File: config.mk
export PLATFORM = sky130hd
export DESIGN_NAME = load_store_unit
export DESIGN_NICKNAME = d
export VERILOG_FILES = /design/src/rtl/load_store_unit.sv
export SDC_FILE = /design/constraint.sdc
export NUM_CORES = 1
export LEC_CHECK = 0
export ABC_AREA = 1
export BUFFER_PORTS_ARGS = -buffer_cell sky130_fd_sc_hd__buf_2
export CORE_ASPECT_RATIO = 2
export CORE_MARGIN = 1.5
export CORE_UTILIZATION = 40
export DETAILED_ROUTE_END_ITERATION = 8
export PLACE_DENSITY_LB_ADDON = 0.08
export SETUP_SLACK_MARGIN = 0.15
export SYNTH_ARGS = -nofsm -noshare
export SYNTH_HDL_FRONTEND = slang
export SYNTH_SLANG_ARGS = --single-unit
File: constraint.sdc
create_clock -name clk -period 3.14 [get_ports clk]
set_input_delay 0.628 -clock clk [delete_from_list [all_inputs] [get_ports clk]]
set_output_delay 0.628 -clock clk [all_outputs]
set_load 0.05 [all_outputs]
File: src/rtl/load_store_unit.sv
// Load/store unit between execute and a 64-word data memory: byte/halfword
// extraction with sign/zero extension, sub-word stores as read-modify-write.
module load_store_unit #(
    parameter int ADDR_W = 8
) (
    input  logic              clk,
    input  logic              rst,
    input  logic              req,
    input  logic              we,
    input  logic [2:0]        funct3,
    input  logic [ADDR_W-1:0] addr,
    input  logic [31:0]       wdata,
    output logic [31:0]       rdata,
    output logic              done,
    output logic              busy,
    output logic              fault,
    output logic              mem_read,
    output logic              mem_write,
    output logic [ADDR_W-3:0] mem_addr,
    output logic [31:0]       mem_wdata,
    input  logic [31:0]       mem_rdata
);

    typedef enum logic [2:0] {
        IDLE   = 3'd0,
        LOAD   = 3'd1,
        RMW_RD = 3'd2,
        WRITE  = 3'd3,
        DONE   = 3'd4
    } state_t;

    localparam logic [2:0] F3_B  = 3'd0;
    localparam logic [2:0] F3_H  = 3'd1;
    localparam logic [2:0] F3_W  = 3'd2;
    localparam logic [2:0] F3_BU = 3'd4;
    localparam logic [2:0] F3_HU = 3'd5;

    state_t            state_reg;
    logic              we_reg;
    logic [2:0]        funct3_reg;
    logic [ADDR_W-1:0] addr_reg;
    logic [31:0]       wdata_reg;
    logic [31:0]       merged_reg;
    logic [31:0]       rdata_reg;
    logic              fault_reg;

    logic              req_fault;
    logic [31:0]       load_next;
    logic [31:0]       merged_next;
    logic [31:0]       lane_shifted;
    logic [7:0]        byte_sel;
    logic [15:0]       half_sel;

    // Fault classification of the incoming request, evaluated only in IDLE.
    always_comb begin
        req_fault = 1'b0;
        if (we) begin
            if (funct3 > F3_W)
                req_fault = 1'b1;
            else if (funct3 == F3_H && addr[0])
                req_fault = 1'b1;
            else if (funct3 == F3_W && addr[1:0] != 2'b00)
                req_fault = 1'b1;
        end else begin
            case (funct3)
                F3_B, F3_BU: req_fault = 1'b0;
                F3_H, F3_HU: req_fault = addr[0];
                F3_W:        req_fault = (addr[1:0] != 2'b00);
                default:     req_fault = 1'b1;
            endcase
        end
    end

    // Lane selection and extension for loads.
    always_comb begin
        lane_shifted = mem_rdata >> {addr_reg[1:0], 3'b000};
        byte_sel     = lane_shifted[7:0];
        half_sel     = addr_reg[1] ? mem_rdata[31:16] : mem_rdata[15:0];
        case (funct3_reg)
            F3_B:    load_next = {{24{byte_sel[7]}}, byte_sel};
            F3_BU:   load_next = {24'd0, byte_sel};
            F3_H:    load_next = {{16{half_sel[15]}}, half_sel};
            F3_HU:   load_next = {16'd0, half_sel};
            default: load_next = mem_rdata;
        endcase
    end

    // Per-lane merge for SB/SH: odd lanes of a halfword take wdata[15:8].
    generate
        for (genvar gi = 0; gi < 4; gi++) begin : g_merge
            logic lane_hit;
            assign lane_hit = (funct3_reg == F3_B && addr_reg[1:0] == gi[1:0]) ||
                              (funct3_reg == F3_H && addr_reg[1] == gi[1]);
            assign merged_next[8*gi+7:8*gi] = !lane_hit ? mem_rdata[8*gi+7:8*gi] :
                                              (funct3_reg == F3_H && gi[0]) ? wdata_reg[15:8] :
                                              wdata_reg[7:0];
        end
    endgenerate

    always_ff @(posedge clk or negedge rst) begin
        if (!rst) begin
            state_reg  <= IDLE;
            we_reg     <= 1'b0;
            funct3_reg <= 3'd0;
            addr_reg   <= '0;
            wdata_reg  <= 32'd0;
            merged_reg <= 32'd0;
            rdata_reg  <= 32'd0;
            fault_reg  <= 1'b0;
        end else begin
            case (state_reg)
                IDLE: begin
                    if (req) begin
                        we_reg     <= we;
                        funct3_reg <= funct3;
                        addr_reg   <= addr;
                        wdata_reg  <= wdata;
                        fault_reg  <= req_fault;
                        if (req_fault)
                            state_reg <= DONE;
                        else if (!we)
                            state_reg <= LOAD;
                        else if (funct3 == F3_W)
                            state_reg <= WRITE;
                        else
                            state_reg <= RMW_RD;
                    end
                end
                LOAD: begin
                    rdata_reg <= load_next;
                    state_reg <= DONE;
                end
                RMW_RD: begin
                    merged_reg <= merged_next;
                    state_reg  <= WRITE;
                end
                WRITE:   state_reg <= DONE;
                DONE:    state_reg <= IDLE;
                default: state_reg <= IDLE;
            endcase
        end
    end

    // Strobes decode straight from state so an asynchronous reset kills them at once.
    assign busy      = (state_reg == LOAD) || (state_reg == RMW_RD) || (state_reg == WRITE);
    assign mem_read  = (state_reg == LOAD) || (state_reg == RMW_RD);
    assign mem_write = (state_reg == WRITE);
    assign done      = (state_reg == DONE);
    assign fault     = fault_reg;
    assign rdata     = rdata_reg;
    assign mem_addr  = addr_reg[ADDR_W-1:2];
    assign mem_wdata = (state_reg != WRITE) ? 32'd0 :
                       (we_reg && funct3_reg == F3_W) ? wdata_reg : merged_reg;

endmodule

# After elaboration in Yosys (flattened, before gate mapping)
# Cells that the tools add are included.
# op_classes
muxes,19
bitwise_logic,1
magnitude_cmp,1
n_eq_ne,17
n_shift,1
n_reduce_logical,24
# ops
op,count
$pmux 32 s4,1
$mux 32,2
$mux 8,5
$shr 32x5->8,1
$mux 16,1
$eq 3x3->1 const B,5
$eq 3x2->1 const B,4
$eq 3x1->1 const B,3
$logic_and 1x1->1,9
$logic_not 3->1,3
$pmux 3 s3,1
$logic_or 1x1->1,6
$mux 3,2
$reduce_or 2->1,3
$mux 1,5
$eq 2x2->1 const B,2
$gt 3x2->1 const B,1
$ne 3x2->1 const B,1
$pmux 1 s3,1
$eq 2x1->1 const B,1
$logic_not 2->1,1
$mux 2,1
$ne 2x2->1 const B,1
$reduce_and 2->1,1
other kinds (2),2
# totals
input_bits,79
wordCells,71
output_inout_bits,75
regBits,112

# Logic depth before layout (Yosys ltp)
# Gate-level depths: netlist (run 1).
# logic_depth
word_depth,9
depth_mapped,10
mapped_depth_nobuf,9

# Worst setup path before layout (run 1)
# No wires, ideal clock.
# synth_path
kind,register to output
from,register state_reg[2]
to,output port mem_wdata[22]
arrival_ns,1.859
slack_ns,0.653
t_required_ns,2.512
path_buffers,1
path_stages_with_launch,7
cell_sequence,dfrtp_1 -> inv_2 -> nand2_2 -> nor2_2 -> buf_2 -> o21ai_0 -> nor2_1
# synth_via
elab_chain_cells,2
# synth_lines
element,line,text
start: declaration,38,state_t state_reg;
start signal: assignment,102,state_reg <= IDLE;
start signal: assignment,120,state_reg <= DONE;
start signal: assignment,122,state_reg <= LOAD;
$ne 3x2->1,152,assign mem_wdata = (state_reg != WRITE) ? 32'd0 :
$mux 32,152,
end: declaration,20,"output logic [31:0] mem_wdata,"
# Every way passes these cells.

# Final worst setup path (run 1)
# layout_path
from,register funct3_reg[0]
to,output port mem_wdata[2]
# layout_via
elab_chain_cells,4
# layout_lines
element,line,text
start: declaration,40,logic [2:0] funct3_reg;
start signal: assignment,115,funct3_reg <= funct3;
$eq 3x2->1,153,(we_reg && funct3_reg == F3_W) ? wdata_reg : merged_reg;
$logic_and 1x1->1,153,
$mux 32,153,
$mux 32,152,
# Every way passes these cells.

==> flow_metrics.py, run 1 <==
metrics = {
    "floorplan": {
        "die_area_um2": 16600,
        "num_io_pins": 154,
        "initial_core_util_pct": 41.0,
        "rows": 64,
        "die_h_um": 181,
        "coreArea_um2": 15400,
        "die_w_um": 91.8,
    },
    "sta": {
        "rsz0062_at_grt": "no",
        "tightest_slew_ns": 0.643,
        "setup_violations": 0,
        "relSlewSlack_pct": 57.0,
        "whs_ns": 0.228,
        "period_share_pct": 86.7,
        "fmax_mhz": 367,
        "hold_violations": 0,
        "fin_skew_ns": 0.0135,
        "finalWorstSetupSlack_ns": 0.418,
        "slew_viol_final": 0,
        "min_period_ns": 2.72,
        "tns_ns": 0,
    },
    "power_and_ir_drop": {
        "peakVddDrop_mv": 0.746,
        "p_leak_nw": 4.04,
        "p_per_area_nw_per_um2": 1070,
        "total_power_mw": 7.93,
    },
    "logic_synthesis": {
        "ys_async_sr_fraction_pct": 100,
        "synth_compound_gate_area_share_pct": 11.9,
        "yosysUniqueCellTypes": 31,
        "syn_inst": 853,
        "synth_top_area_share_pct": 44.5,
        "synth_nets": 932,
        "synth_flop_cell": "dfrtp_1",
        "avgSynthCellArea_um2": 7.39,
        "synth_top_family_by_area": "simple AND/OR/NAND/NOR gates",
        "netlist_area_um2": 6300,
        "ys_seq_area_share_pct": 44.5,
        "synthMuxAreaShare_pct": 0,
        "synth_simple_gate_area_share_pct": 34.0,
        "yosys.area_share.adder_pct": 0,
        "yosys-top-cells-area": "dfrtp_1 (44%), nand2_1 (15%), nand3_1 (8.3%)",
        "yosysTopAreaCell": "dfrtp_1",
        "yosysWarnings": 0,
        "synth_edf_count": 0,
        "ys_ff_latch": 112,
        "synth-xor-area-share_pct": 0,
    },
    "setup_path": {
        "worstSetupStartpointType": "flop",
        "crit_required_ns": 2.51,
        "cp_data_arrival_time_ns": 2.09,
        "criticalPathCategory": "reg2out",
        "endpoint_kind": "output port",
        "reg2reg_to": "wdata_reg[9]$_DFFE_PN0P_",
        "ff2ff_path_depth": 7,
        "slowest_delay_ns": 0.51,
        "worstReg2RegStart": "state_reg[0]$_DFFE_PN0P_",
        "rrSetupSlack_ns": 1.08,
        "cp_slowest_cell": "dfrtp_1",
        "path_max_fanout": 48,
        "path_cells": "nor2_4 -> nand3_2 -> inv_4 -> o21ai_0 -> a21oi_1 -> buf_2",
    },
    "final_layout": {
        "fin_cells": 1177,
        "syn2layout_area_growth_pct": 17.7,
        "layout_commonest_cell": "nand2_1",
        "finalInstanceArea_um2": 7420,
        "final_cell_mix": "nand2_1 (244), buf_2 (152), dfrtp_1 (112)",
        "fin_nets": 1053,
        "drive_gt1_share_pct": 25.2,
        "diodes": 0,
        "final_core_util_pct": 48.3,
    },
    "cts": {
        "cts_tree": "done",
        "cts_setup_buffers": 0,
        "clkTransAtPathRegs_ns": 0.08,
        "cts-root-buf": "clkbuf_16",
        "clock_latency_ns": 0.36,
        "holdBufCountCts": 0,
        "cts_htree_levels": 3,
        "cts_resized": 0,
        "clk_path_buf_depth": 2,
        "clock-sinks": 112,
        "numCtsBuffers": 9,
    },
    "run": {
        "cap_violations": 0,
    },
    "grt": {
        "first_global_vias": 5799,
        "grt_pass1_wl_um": 31600,
        "track_usage_pct": 25.1,
        "antenna_found_initial": 0,
        "grt_overflow": 0,
        "grt_max_degree": 55,
    },
    "drt": {
        "num_vias": 5935,
        "first_iter_violations": 343,
        "vias_per_cell": 5.04,
        "antenna_left": 0,
        "routedWlPerCell_um": 17.4,
        "drc": 0,
        "wl_um": 20500,
        "drtPass1Iterations": 5,
    },
    "placement": {
        "dpl.hpwl_um": 15400,
        "post-place-cells": 1161,
        "dp_slack_ns": 0.589,
        "gp_congestion": 0.909,
        "place.port_buffers": 153,
        "placed_cell_area_um2": 7090,
    },
    "min_path": {
        "min_path_type": "in2async",
    },
    "status": {
        "status": "finished clean",
    },
}
[Yosys cell counts, types with 2 or more instances]
cell	count
nor2_1	72
o22ai_1	7
or2_2	25
nand2_2	9
o21ai_1	11
o21ai_0	52
a21boi_0	3
nor2_2	2
buf_2	19
clkbuf_1	10
nand3_2	4
inv_1	64
dfrtp_1	112
a21boi_1	4
nor2_4	5
nand4_2	2
a21oi_1	56
buf_1	2
nand3_1	104
inv_2	8
nand2_4	3
buf_6	7
buf_4	15
nand2_1	244
a21oi_2	7
[worst max-delay path, delay by kind of cell (launching register included)]
family	cells	cell delay, ns
AO/OA/AOI/OAI	2	0.28
AND/OR/NAND/NOR	2	0.29
buffers and inverters	2	0.64
flip-flops	1	0.51
[how the worst max path moves through the flow]
stage | depth (start not counted) | slack, ns | to | from
2_1_floorplan | 6 | 0.65 | mem_wdata[22] | state_reg[2]$_DFFE_PN0P_
3_3_place_gp | 6 | 0.64 | mem_wdata[12] | funct3_reg[0]$_DFFE_PN0P_
3_5_place_dp | 6 | 0.59 | mem_wdata[1] | funct3_reg[0]$_DFFE_PN0P_
4_1_cts | 6 | 0.20 | mem_wdata[1] | funct3_reg[0]$_DFFE_PN0P_
5_1_grt | 6 | 0.26 | mem_wdata[14] | funct3_reg[0]$_DFFE_PN0P_
6_report | 6 | 0.42 | mem_wdata[2] | funct3_reg[0]$_DFFE_PN0P_
[report_power, final]
part           internal [mW]  switching [mW]  total (mW)  leakage (nW)
Sequential              2.16           0.500        2.66          1.33
Combinational           1.13            2.89        4.01          2.56
Clock                  0.647           0.602        1.25         0.158
[final cells by class]
type / count / area (µm²)
sequential: 112 / 2800
clock buffer: 9 / 225
tap: 198 / 248
fill: 1662 / 7960
multi-input combinational: 615 / 2900
inverter: 72 / 273
clock inverter: 7 / 100
timing repair buffer: 164 / 876
[metal layers]
metal	global-route usage [%]	wire length (µm)	vias up
met2	44.4	10700	188
met1	29.3	8070	2738
met5	0	0	-
li1	-	-	2962
met3	4.05	859	47
met4	11.2	854	0
[kinds of logic (layout without fill, tap and decap cells)]
family	Yosys count	in the layout
flip-flops	112	112
buffers and inverters	126	252
AND/OR/NAND/NOR	475	475
AO/OA/AOI/OAI	140	140
No activity file was read; power rests on OpenSTA's default activity.
==> inputs of run 2 (changes only) <==
- ABC_AREA: 1 -> 0
==> run 2 against run 1 <==
Against the previous run:
- clock skew down 0.0062 ns
- critical path depth down 1
- synthesized cell count down 33%
- wire length down 16%
- largest power group unchanged
- combinational power down 2%
- final cell count down 27%
- fmax down 0.77%
- worst hold slack better by 0.045 ns
- final area down 9.2%
- register-to-register slack worse by 0.21 ns
- setup slack worse by 0.021 ns
- via count down 20%
==> flow_metrics.py, run 2 <==
metrics = {
    "status": {
        "status": "finished clean",
    },
    "cts": {
        "clk_path_buf_depth": 2,
        "cts_setup_buffers": 0,
        "cts-root-buf": "clkbuf_16",
        "cts_htree_levels": 3,
        "clock_latency_ns": 0.35,
        "cts_resized": 0,
        "holdBufCountCts": 0,
        "numCtsBuffers": 9,
        "clock-sinks": 112,
        "cts_tree": "done",
        "clkTransAtPathRegs_ns": 0.07,
    },
    "setup_path": {
        "worstSetupEndpoint": "mem_wdata[15]",
        "endpoint_kind": "output port",
        "critical_path.top_delay_family": "buffers and inverters",
        "cp_data_arrival_time_ns": 2.12,
        "path_max_fanout": 32,
        "reg2reg_to": "merged_reg[17]$_DFFE_PN0P_",
        "slowest_delay_ns": 0.53,
        "ff2ff_path_depth": 5,
        "cp_slowest_cell": "dfrtp_2",
        "criticalPathCategory": "reg2out",
        "crit_start": "funct3_reg[0]$_DFFE_PN0P_",
        "worstSetupStartpointType": "flop",
        "crit_cells": 5,
        "worstReg2RegStart": "funct3_reg[1]$_DFFE_PN0P_",
        "rrSetupSlack_ns": 0.87,
        "critPathBufInv": 2,
        "crit_required_ns": 2.51,
        "path_cells": "nor4bb_4 -> buf_4 -> nand2_1 -> a21oi_1 -> buf_2",
    },
    "sta": {
        "tightest_slew_ns": 0.635,
        "rsz0062_at_grt": "no",
        "finalWorstSetupSlack_ns": 0.396,
        "slew_viol_final": 0,
        "period_share_pct": 87.4,
        "fin_skew_ns": 0.00727,
        "tns_ns": 0,
        "setup_violations": 0,
        "relSlewSlack_pct": 57.7,
        "fmax_mhz": 364,
        "min_period_ns": 2.74,
        "hold_violations": 0,
    },
    "drt": {
        "num_vias": 4770,
        "routedWlPerCell_um": 20.1,
        "first_iter_violations": 291,
        "drtPass1Iterations": 5,
        "drc": 0,
        "vias_per_cell": 5.56,
        "wl_um": 17200,
        "antenna_left": 0,
    },
    "placement": {
        "placed_cell_area_um2": 6440,
        "gp_congestion": 0.919,
        "dp_slack_ns": 0.637,
        "place.port_buffers": 153,
        "dpl.hpwl_um": 13000,
    },
    "power_and_ir_drop": {
        "peakVddDrop_mv": 0.611,
        "p_per_area_nw_per_um2": 1170,
        "p_leak_nw": 3.18,
    },
    "floorplan": {
        "initial_core_util_pct": 41.2,
        "die_w_um": 86.4,
        "rows": 60,
        "coreArea_um2": 13500,
        "num_io_pins": 154,
        "die_h_um": 170,
        "die_area_um2": 14700,
    },
    "logic_synthesis": {
        "ys_seq_area_share_pct": 50.3,
        "ys_async_sr_fraction_pct": 100,
        "synth_edf_count": 0,
        "avgSynthCellArea_um2": 9.79,
        "yosysWarnings": 0,
        "yosysUniqueCellTypes": 39,
        "post-synth-top-count-cell": "nand2_1",
        "syn_inst": 569,
        "yosysTopAreaCell": "dfrtp_1",
        "synth_nets": 648,
        "synth_top_area_share_pct": 50.3,
        "netlist_area_um2": 5570,
        "synth_commonest_cells": "nand2_1 (114), dfrtp_1 (112), a21oi_1 (72)",
        "yosys-top-cells-area": "dfrtp_1 (50%), mux2_2 (9.3%), nand2_1 (7.7%)",
        "synth_flop_cell": "dfrtp_1",
        "ys_ff_latch": 112,
    },
    "final_layout": {
        "layout_commonest_cell": "buf_2",
        "syn2layout_area_growth_pct": 21.1,
        "fin_nets": 778,
        "finalInstanceArea_um2": 6740,
        "final_cell_mix": "buf_2 (152), nand2_1 (114), dfrtp_1 (111)",
        "diodes": 0,
        "drive_gt1_share_pct": 36.8,
    },
    "grt": {
        "grt_overflow": 0,
        "grt_max_degree": 55,
        "antenna_found_initial": 0,
        "grt_pass1_wl_um": 26900,
        "first_global_vias": 4956,
        "track_usage_pct": 24.3,
    },
    "run": {
        "cap_violations": 0,
    },
    "min_path": {
        "min_path_type": "in2async",
    },
}
==> run 2: cell types whose count changed after synthesis, sizes merged, moves of 10 or more <==
cell,previous run,this run
a31oi,0,12
buf,43,16
clkbuf,11,31
inv,72,4
mux2,0,46
mux2i,0,17
nand2,256,114
nand3,108,1
nor2,80,51
nor3b,0,10
o21ai,63,10
o221a,0,23
or2,26,1
==> run 2: area by class of cell <==
cell class	count	area (µm²)
clock buffer	11	243
clock inverter	4	52.6
fill	1358	6770
inverter	4	15.0
multi-input combinational	406	2550
sequential	112	2800
tap	155	194
timing repair buffer	166	878
==> run 2: stage by stage <==
step / hold slack [ns] / util, % / std cells / total power, mW
finish: 0.273 / 49.9 / 858 / 7.88
global route: 0.327 / 49.9 / 858 / 8.39
CTS: 0.301 / 49.9 / 858 / 7.97
detailed placement: 0.493 / 47.7 / 843 / 6.78
global placement: 0.485 / 47.7 / 843 / 6.68
floorplan: 0.332 / - / 569 / 5.73
==> run 2: cells by family (layout without fill, tap and decap cells) <==
| kind of cell | count (synthesis) | count (layout) | synth area share [%] |
|---|---|---|---|
| buf+inv | 51 | 185 | 4.36 |
| flops | 112 | 112 | 50.3 |
| mux | 64 | 64 | 12.8 |
| compound gates | 139 | 139 | 16.6 |
| simple gates | 203 | 203 | 15.9 |
==> run 2: where the power goes <==
part           switching (mW)  internal [mW]
clock network           0.525          0.642
registers               0.624           2.17
logic                    2.51           1.41
total                    3.66           4.22
==> run 2: worst register-to-register path: cells and delay by family, from the launching register on <==
kind,cells,cell delay (ns)
AO/OA/AOI/OAI,1,0.12
buffers and inverters,1,0.26
flip-flops,1,0.43
multiplexers,1,0.44
AND/OR/NAND/NOR,2,0.88
==> run 2: per-layer routing <==
layer | wire length (µm) | vias to the layer above | GRT usage, %
met5 | 0 | - | 0
li1 | - | 2243 | -
met1 | 6510 | 2322 | 28.7
met3 | 954 | 38 | 4.41
met4 | 673 | 0 | 10.4
met2 | 9090 | 167 | 42.4
==> run 2: worst min path at each step <==
stage | startpoint | to | slack (ns)
5_1_grt | rst | wdata_reg[29]$_DFFE_PN0P_ | 0.33
3_3_place_gp | addr_reg[6]$_DFFE_PN0P_ | addr_reg[6]$_DFFE_PN0P_ | 0.48
6_report | rst | wdata_reg[29]$_DFFE_PN0P_ | 0.27
3_5_place_dp | addr_reg[6]$_DFFE_PN0P_ | addr_reg[6]$_DFFE_PN0P_ | 0.49
4_1_cts | rst | wdata_reg[29]$_DFFE_PN0P_ | 0.30
2_1_floorplan | rst | addr_reg[0]$_DFFE_PN0P_ | 0.33
